===== src/rtl/led_pkg.sv =====
// Shared definitions for the LED bank arbiter: FSM state type and small helpers.
// Latency: n/a (types and constant functions only).
// Backpressure: n/a.
//
// Contents:
//   led_state_t  - two-state display FSM encoding (IDLE: LEDs dark, SHOW: pattern driven)
//   idx_width()  - index width for a requester count, never narrower than 1 bit
package led_pkg;

    typedef enum logic {
        IDLE = 1'b0,
        SHOW = 1'b1
    } led_state_t;

    // Width of a requester index. Kept at one bit minimum so a degenerate
    // single-requester build still has a legal vector.
    function automatic int idx_width(input int n);
        return (n > 1) ? $clog2(n) : 1;
    endfunction

endpackage


===== src/rtl/rr_arbiter.sv =====
// Round-robin priority picker: first set request searched upward from last_idx+1, wrapping.
// Latency: purely combinational, zero cycles.
// Backpressure: none; the caller decides whether the grant is used in a given cycle.
//
// Ports:
//   req       in  NUM_REQ  request vector
//   last_idx  in  IDX_W    index granted most recently (lowest priority this round)
//   grant     out NUM_REQ  one-hot winner, all zero when req is zero
//   grant_idx out IDX_W    binary index of the winner, zero when req is zero
module rr_arbiter
    import led_pkg::*;
#(
    parameter int NUM_REQ = 4,
    parameter int IDX_W   = idx_width(NUM_REQ)
) (
    input  logic [NUM_REQ-1:0] req,
    input  logic [IDX_W-1:0]   last_idx,
    output logic [NUM_REQ-1:0] grant,
    output logic [IDX_W-1:0]   grant_idx
);

    // One spare bit so last_idx + offset cannot overflow before the wrap.
    localparam int CW = IDX_W + 1;

    always_comb begin
        logic          found;
        logic [CW-1:0] cand;

        grant     = '0;
        grant_idx = '0;
        found     = 1'b0;
        cand      = '0;

        // Offsets 1..NUM_REQ visit every requester once; the last offset is
        // last_idx itself, so the previous winner still wins if it is alone.
        for (int k = 1; k <= NUM_REQ; k++) begin
            cand = {1'b0, last_idx} + CW'(k);
            if (cand >= CW'(NUM_REQ)) begin
                cand = cand - CW'(NUM_REQ);
            end
            if (!found && req[cand[IDX_W-1:0]]) begin
                found                   = 1'b1;
                grant[cand[IDX_W-1:0]]  = 1'b1;
                grant_idx               = cand[IDX_W-1:0];
            end
        end
    end

endmodule


===== src/rtl/led_arbiter.sv =====
// Shares one LED bank among NUM_REQ requesters, showing each granted pattern for a sampled hold time.
// Latency: req_ready in the same cycle as req_valid (when arbitrating); led/active/grant_idx one cycle later.
// Backpressure: req_ready only in IDLE or the final SHOW cycle with enable=1; requesters hold valid until ready.
//
// Ports:
//   clk, rst_n   clock and asynchronous active-low reset
//   enable       permits new grants; never cuts short a display already running
//   hold_cycles  display length in cycles for the next grant (0 behaves as 1)
//   req_valid    per-requester pattern valid
//   req_pattern  requester i pattern in bits [i*LED_WIDTH +: LED_WIDTH]
//   req_ready    one-hot transfer strobe, combinational
//   led          registered LED drive, zero when idle
//   grant_idx    registered index of the requester shown most recently
//   active       registered, high while a pattern is shown
module led_arbiter
    import led_pkg::*;
#(
    parameter int NUM_REQ    = 4,
    parameter int LED_WIDTH  = 8,
    parameter int HOLD_WIDTH = 24
) (
    input  logic                          clk,
    input  logic                          rst_n,
    input  logic                          enable,
    input  logic [HOLD_WIDTH-1:0]         hold_cycles,
    input  logic [NUM_REQ-1:0]            req_valid,
    input  logic [NUM_REQ*LED_WIDTH-1:0]  req_pattern,
    output logic [NUM_REQ-1:0]            req_ready,
    output logic [LED_WIDTH-1:0]          led,
    output logic [idx_width(NUM_REQ)-1:0] grant_idx,
    output logic                          active
);

    localparam int IDX_W = idx_width(NUM_REQ);

    // ---------------------------------------------------------------
    // Registered state
    // ---------------------------------------------------------------
    led_state_t            state_q,  state_d;
    logic [HOLD_WIDTH-1:0] hold_q,   hold_d;    // SHOW cycles left after the current one
    logic [LED_WIDTH-1:0]  led_q,    led_d;
    logic [IDX_W-1:0]      idx_q,    idx_d;     // visible grant index
    logic [IDX_W-1:0]      last_q,   last_d;    // round-robin pointer
    logic                  active_q, active_d;

    // ---------------------------------------------------------------
    // Arbitration
    // ---------------------------------------------------------------
    logic [NUM_REQ-1:0]    arb_grant;
    logic [IDX_W-1:0]      arb_idx;
    logic                  arb_cycle;
    logic                  transfer;
    logic [HOLD_WIDTH-1:0] hold_load;
    logic [LED_WIDTH-1:0]  win_pattern;

    rr_arbiter #(
        .NUM_REQ (NUM_REQ),
        .IDX_W   (IDX_W)
    ) u_rr (
        .req       (req_valid),
        .last_idx  (last_q),
        .grant     (arb_grant),
        .grant_idx (arb_idx)
    );

    // A grant may land in IDLE or in the last SHOW cycle; the latter gives
    // back-to-back patterns with no dark cycle in between. hold_q is always
    // zero in IDLE, so the final-cycle test alone would also cover IDLE, but
    // the explicit state term keeps the intent readable.
    assign arb_cycle = enable && ((state_q == IDLE) || (hold_q == '0));

    // rst_n gates the strobe so nothing transfers while reset is held, even
    // though the registers are already forced to IDLE.
    assign req_ready = (rst_n && arb_cycle) ? arb_grant : '0;
    assign transfer  = |(req_ready & req_valid);

    // hold_cycles is only looked at here, at the grant; later changes are ignored.
    assign hold_load = (hold_cycles == '0) ? '0 : (hold_cycles - HOLD_WIDTH'(1));

    assign win_pattern = req_pattern[int'(arb_idx)*LED_WIDTH +: LED_WIDTH];

    // ---------------------------------------------------------------
    // Next-state / output logic
    // ---------------------------------------------------------------
    always_comb begin
        state_d  = state_q;
        hold_d   = hold_q;
        led_d    = led_q;
        idx_d    = idx_q;
        last_d   = last_q;
        active_d = active_q;

        if (transfer) begin
            state_d  = SHOW;
            hold_d   = hold_load;
            led_d    = win_pattern;
            idx_d    = arb_idx;
            last_d   = arb_idx;
            active_d = 1'b1;
        end else begin
            case (state_q)
                SHOW: begin
                    if (hold_q != '0) begin
                        hold_d = hold_q - HOLD_WIDTH'(1);
                    end else begin
                        // Final cycle with nobody to take over: go dark but
                        // leave grant_idx pointing at the last requester shown.
                        state_d  = IDLE;
                        led_d    = '0;
                        active_d = 1'b0;
                    end
                end
                default: begin
                    state_d  = IDLE;
                    hold_d   = '0;
                    led_d    = '0;
                    active_d = 1'b0;
                end
            endcase
        end
    end

    // Reset parks the pointer on the top index so requester 0 is searched first.
    always_ff @(posedge clk or negedge rst_n) begin
        if (!rst_n) begin
            state_q  <= IDLE;
            hold_q   <= '0;
            led_q    <= '0;
            idx_q    <= '0;
            last_q   <= IDX_W'(NUM_REQ - 1);
            active_q <= 1'b0;
        end else begin
            state_q  <= state_d;
            hold_q   <= hold_d;
            led_q    <= led_d;
            idx_q    <= idx_d;
            last_q   <= last_d;
            active_q <= active_d;
        end
    end

    assign led       = led_q;
    assign grant_idx = idx_q;
    assign active    = active_q;

endmodule


===== config.mk =====
export PLATFORM = sky130hd
export DESIGN_NAME = led_arbiter
export DESIGN_NICKNAME = d
export VERILOG_FILES = /design/src/rtl/led_pkg.sv /design/src/rtl/rr_arbiter.sv /design/src/rtl/led_arbiter.sv
export SDC_FILE = /design/constraint.sdc
export NUM_CORES = 1
export LEC_CHECK = 0
export ABC_CLOCK_PERIOD_IN_PS = 3900
export BUFFER_PORTS_ARGS = -buffer_cell sky130_fd_sc_hd__buf_2
export CORE_MARGIN = 1.5
export CORE_UTILIZATION = 55
export CTS_BUF_LIST = sky130_fd_sc_hd__clkbuf_16
export CTS_CLUSTER_SIZE = 14
export DETAILED_ROUTE_END_ITERATION = 10
export GPL_TIMING_DRIVEN = 0
export PLACE_DENSITY = 0.88
export SYNTH_ARGS = -nofsm -noshare
export SYNTH_HDL_FRONTEND = slang
export SYNTH_SLANG_ARGS = --single-unit

===== constraint.sdc =====
create_clock -name clk -period 3.9 [get_ports clk]
set_input_delay 0.78 -clock clk [delete_from_list [all_inputs] [get_ports clk]]
set_output_delay 0.78 -clock clk [all_outputs]
set_load 0.005 [all_outputs]

==> run summary <==
Run status: complete, no violations
Vias in the first global route: 2955
H-tree depth reported by CTS: 2
Antenna-violating nets left: 0
Final core area utilization: 0.703
Net count of the mapped netlist: 426
Initial core utilization: 0.583
Yosys reg bits: 38
Number of cell rows: 27
Period utilisation layout: 0.966
Final-layout setup total negative slack: 0 ns
Total via count after detailed routing: 3109
Clock tree from TritonCTS: built
Worst-case clock skew: 0.00661 ns
Max-slew violations: 0
Post-Syn Area: 3270 sq um
Average vias per placed instance: 6.07
Total gr overflow: 0
Signed area change from the synthesized netlist to the final layout: 20.8%
First-pass GRT wire length: 13200 um
Worst-case headroom to the max-slew limit: 0.406
Number of fill cells in the layout: 430
Number of clock sinks: 38
Number of I/O pins: 78
Antenna violations before repair: 0
Count of input and output buffers: 77
Unrepaired setup endpoints after global routing: false
Final number of setup-violating endpoints: 0
Post-synth ARST share: 1.00
Post-synthesis instance total: 353
Kind of start point of the critical path: flop
Wirelength per Cell: 16.3 um
Initial DRT Pass Iterations: 5
Power density over the cells: 321 nW/um^2
TritonCTS Buffers: 5
Leading post-synthesis cells by cell area: sky130_fd_sc_hd__dfrtp_1 28%, sky130_fd_sc_hd__xnor2_1 7.5%, sky130_fd_sc_hd__mux2i_1 7.4%
Synth warn: 0
Arrival @ worst endpoint: 2.99 ns
Shortest period the worst path allows: 3.77 ns
Ratio of cells with drive above 1 in the final layout: 0.300
Clock tree buffer depth: 2
Nature of the critical path endpoint: primary output
Kind of path behind the tightest hold check: flop to flop
Crit Path Category: flop to primary output
GRT Overall Usage: 0.265
Post-DP Area: 3740 sq um
Final estimated routing congestion in global placement: 0.888
Insertion delay of the later-clocked pin in the worst-skew pair: 0.28 ns
Die Outline Area: 6410 sq um
Die height: 80.1 um
Final net count: 512
Antenna cell count: 0
Total non-filler cell area in the finished layout: 3950 sq um
Clock root buffer: sky130_fd_sc_hd__clkbuf_16
Pleak: 1.56 nW
Yosys top cell by area: sky130_fd_sc_hd__dfrtp_1
Total area of multi-input combinational cells: 2170 sq um
Core area: 5610 sq um
Post-synth cell types: 49
Clock slew at reported path FFs: 0.06 ns
Top FF cell, synth: sky130_fd_sc_hd__dfrtp_1
Detail Placement HPWL: 6100 um
Average cell area after synthesis: 9.25 sq um
Max Clock Freq: 0.266 GHz
DRT iter0 DRCs: 249
Peak VDD IR: 198 uV
Total count of hold-check failures in the final report: 0
Area share of the largest cell type after synthesis: 0.276
Chip Width: 80.1 um
Proportion of synthesized chip area in sequential cells: 0.292
Transition time at the pin with the least slew margin: 0.889 ns
Pin count of the biggest net entering global routing: 40
Post-synth EDFFs: 0
Overall routed net length: 8360 um
Max-cap viol count: 0
Flip-flop and latch area: 953 sq um
Req. time, crit path: 3.12 ns
Remaining DRCs: 0
Largest driver fanout on the critical path: 10
## state kept, by name, summed over array words and instances (netlist names)
register	flops
active	1
led	8
state_q	1
hold_q	24
grant_idx	2
last_q	2
## final timing paths
kind	cells past startpoint	to	slack, ns	from
max in group asynchronous	1	hold_q[17]$_DFFE_PN0P_	2.74	rst_n
min reg2reg	1	grant_idx[1]$_DFFE_PN0N_	0.50	grant_idx[1]$_DFFE_PN0N_
min in group asynchronous	1	hold_q[6]$_DFFE_PN0P_	0.62	rst_n
max	9	req_ready[3]	0.13	last_q[0]$_DFFE_PN1N_
min	1	grant_idx[1]$_DFFE_PN0N_	0.50	grant_idx[1]$_DFFE_PN0N_
max reg2reg	12	led[1]$_DFFE_PN0P_	0.42	last_q[0]$_DFFE_PN1N_
## critical path, stage by stage (launching register included)
cell,delay [ns]
sky130_fd_sc_hd__dfstp_2,0.64
sky130_fd_sc_hd__buf_4,0.22
sky130_fd_sc_hd__buf_2,0.22
sky130_fd_sc_hd__inv_1,0.18
sky130_fd_sc_hd__ha_4,0.36
sky130_fd_sc_hd__mux2i_4,0.28
sky130_fd_sc_hd__a211oi_1,0.10
sky130_fd_sc_hd__a22o_1,0.23
sky130_fd_sc_hd__a21oi_1,0.29
sky130_fd_sc_hd__buf_2,0.18
## synth_stat cells (all sizes together), types with 8 or more instances
cell type	n
nor2b	8
buf	11
nor4	15
o22ai	9
clkbuf	9
o21ai	9
dfrtp	36
mux2	12
xnor2	28
o32ai	21
ha	10
inv	18
nor3	10
mux2i	24
nor2	24
nand2	28
xor2	14
## per-layer routing
| layer | up-vias | track usage | routed length, um |
|---|---|---|---|
| met3 | 20 | 0.0489 | 572 |
| met2 | 149 | 0.479 | 4220 |
| met4 | 0 | 0.0828 | 180 |
| met1 | 1458 | 0.316 | 3380 |
| li1 | 1482 | - | - |
| met5 | - | 0 | 0 |
## per-stage QoR
step | hold slack [ns] | power [mW] | std cells | setup WS, ns
2_1_floorplan | 0.484 | 0.708 | 353 | 0.661
3_3_place_gp | 0.487 | 0.789 | 502 | 0.170
3_5_place_dp | 0.491 | 0.810 | 502 | 0.131
4_1_cts | 0.504 | 1.26 | 510 | 0.0431
5_1_grt | 0.517 | 1.33 | 512 | 0.0401
6_report | 0.502 | 1.27 | 512 | 0.134
## where the power goes
group          total [mW]  internal [mW]  switching, mW
registers           0.480          0.434         0.0456
clock network       0.452          0.297          0.155
logic               0.335          0.175          0.159
## cells in the final DEF (no fill, tap or decap), drive strengths merged, types with 12 or more instances in the layout
master  netlist  routed
buf          11      90
dfrtp        36      36
nand2        28      28
xnor2        28      28
nor2         24      24
mux2i        24      24
o32ai        21      21
inv          18      20
nor4         15      15
xor2         14      14
clkbuf        9      14
mux2         12      12
## layout make-up
cell class | instances | area share
inverters | 18 | 0.0171
flip-flops and latches | 38 | 0.242
clock buffers | 5 | 0.0317
clock inverters | 3 | 0.00951
multi-input cells | 277 | 0.549
repair buffers | 79 | 0.101
plain buffers | 20 | 0.0263
well taps | 72 | 0.0228
## what timing repair did
| action | in CTS | in global routing |
|---|---|---|
| pin swaps | 0 | 0 |
| setup buffers | 0 | 2 |
| endpoints found under the setup margin | 3 | 3 |
| resized for setup | 2 | 2 |
| hold buffers | 0 | 0 |
| gates cloned | 0 | 0 |
## logic make-up (layout without fill, tap and decap cells)
logic type | after synthesis | after routing | synth area share
xor gates and xnor gates | 42 | 42 | 0.113
muxes | 37 | 37 | 0.122
buffers and inverters | 38 | 125 | 0.0525
AOI/OAI and AO/OA | 66 | 66 | 0.180
and+or+nand+nor | 122 | 122 | 0.203
adders and majority gates | 10 | 10 | 0.0383
DFF | 38 | 38 | 0.292
Power figures use the tool's default switching activity.
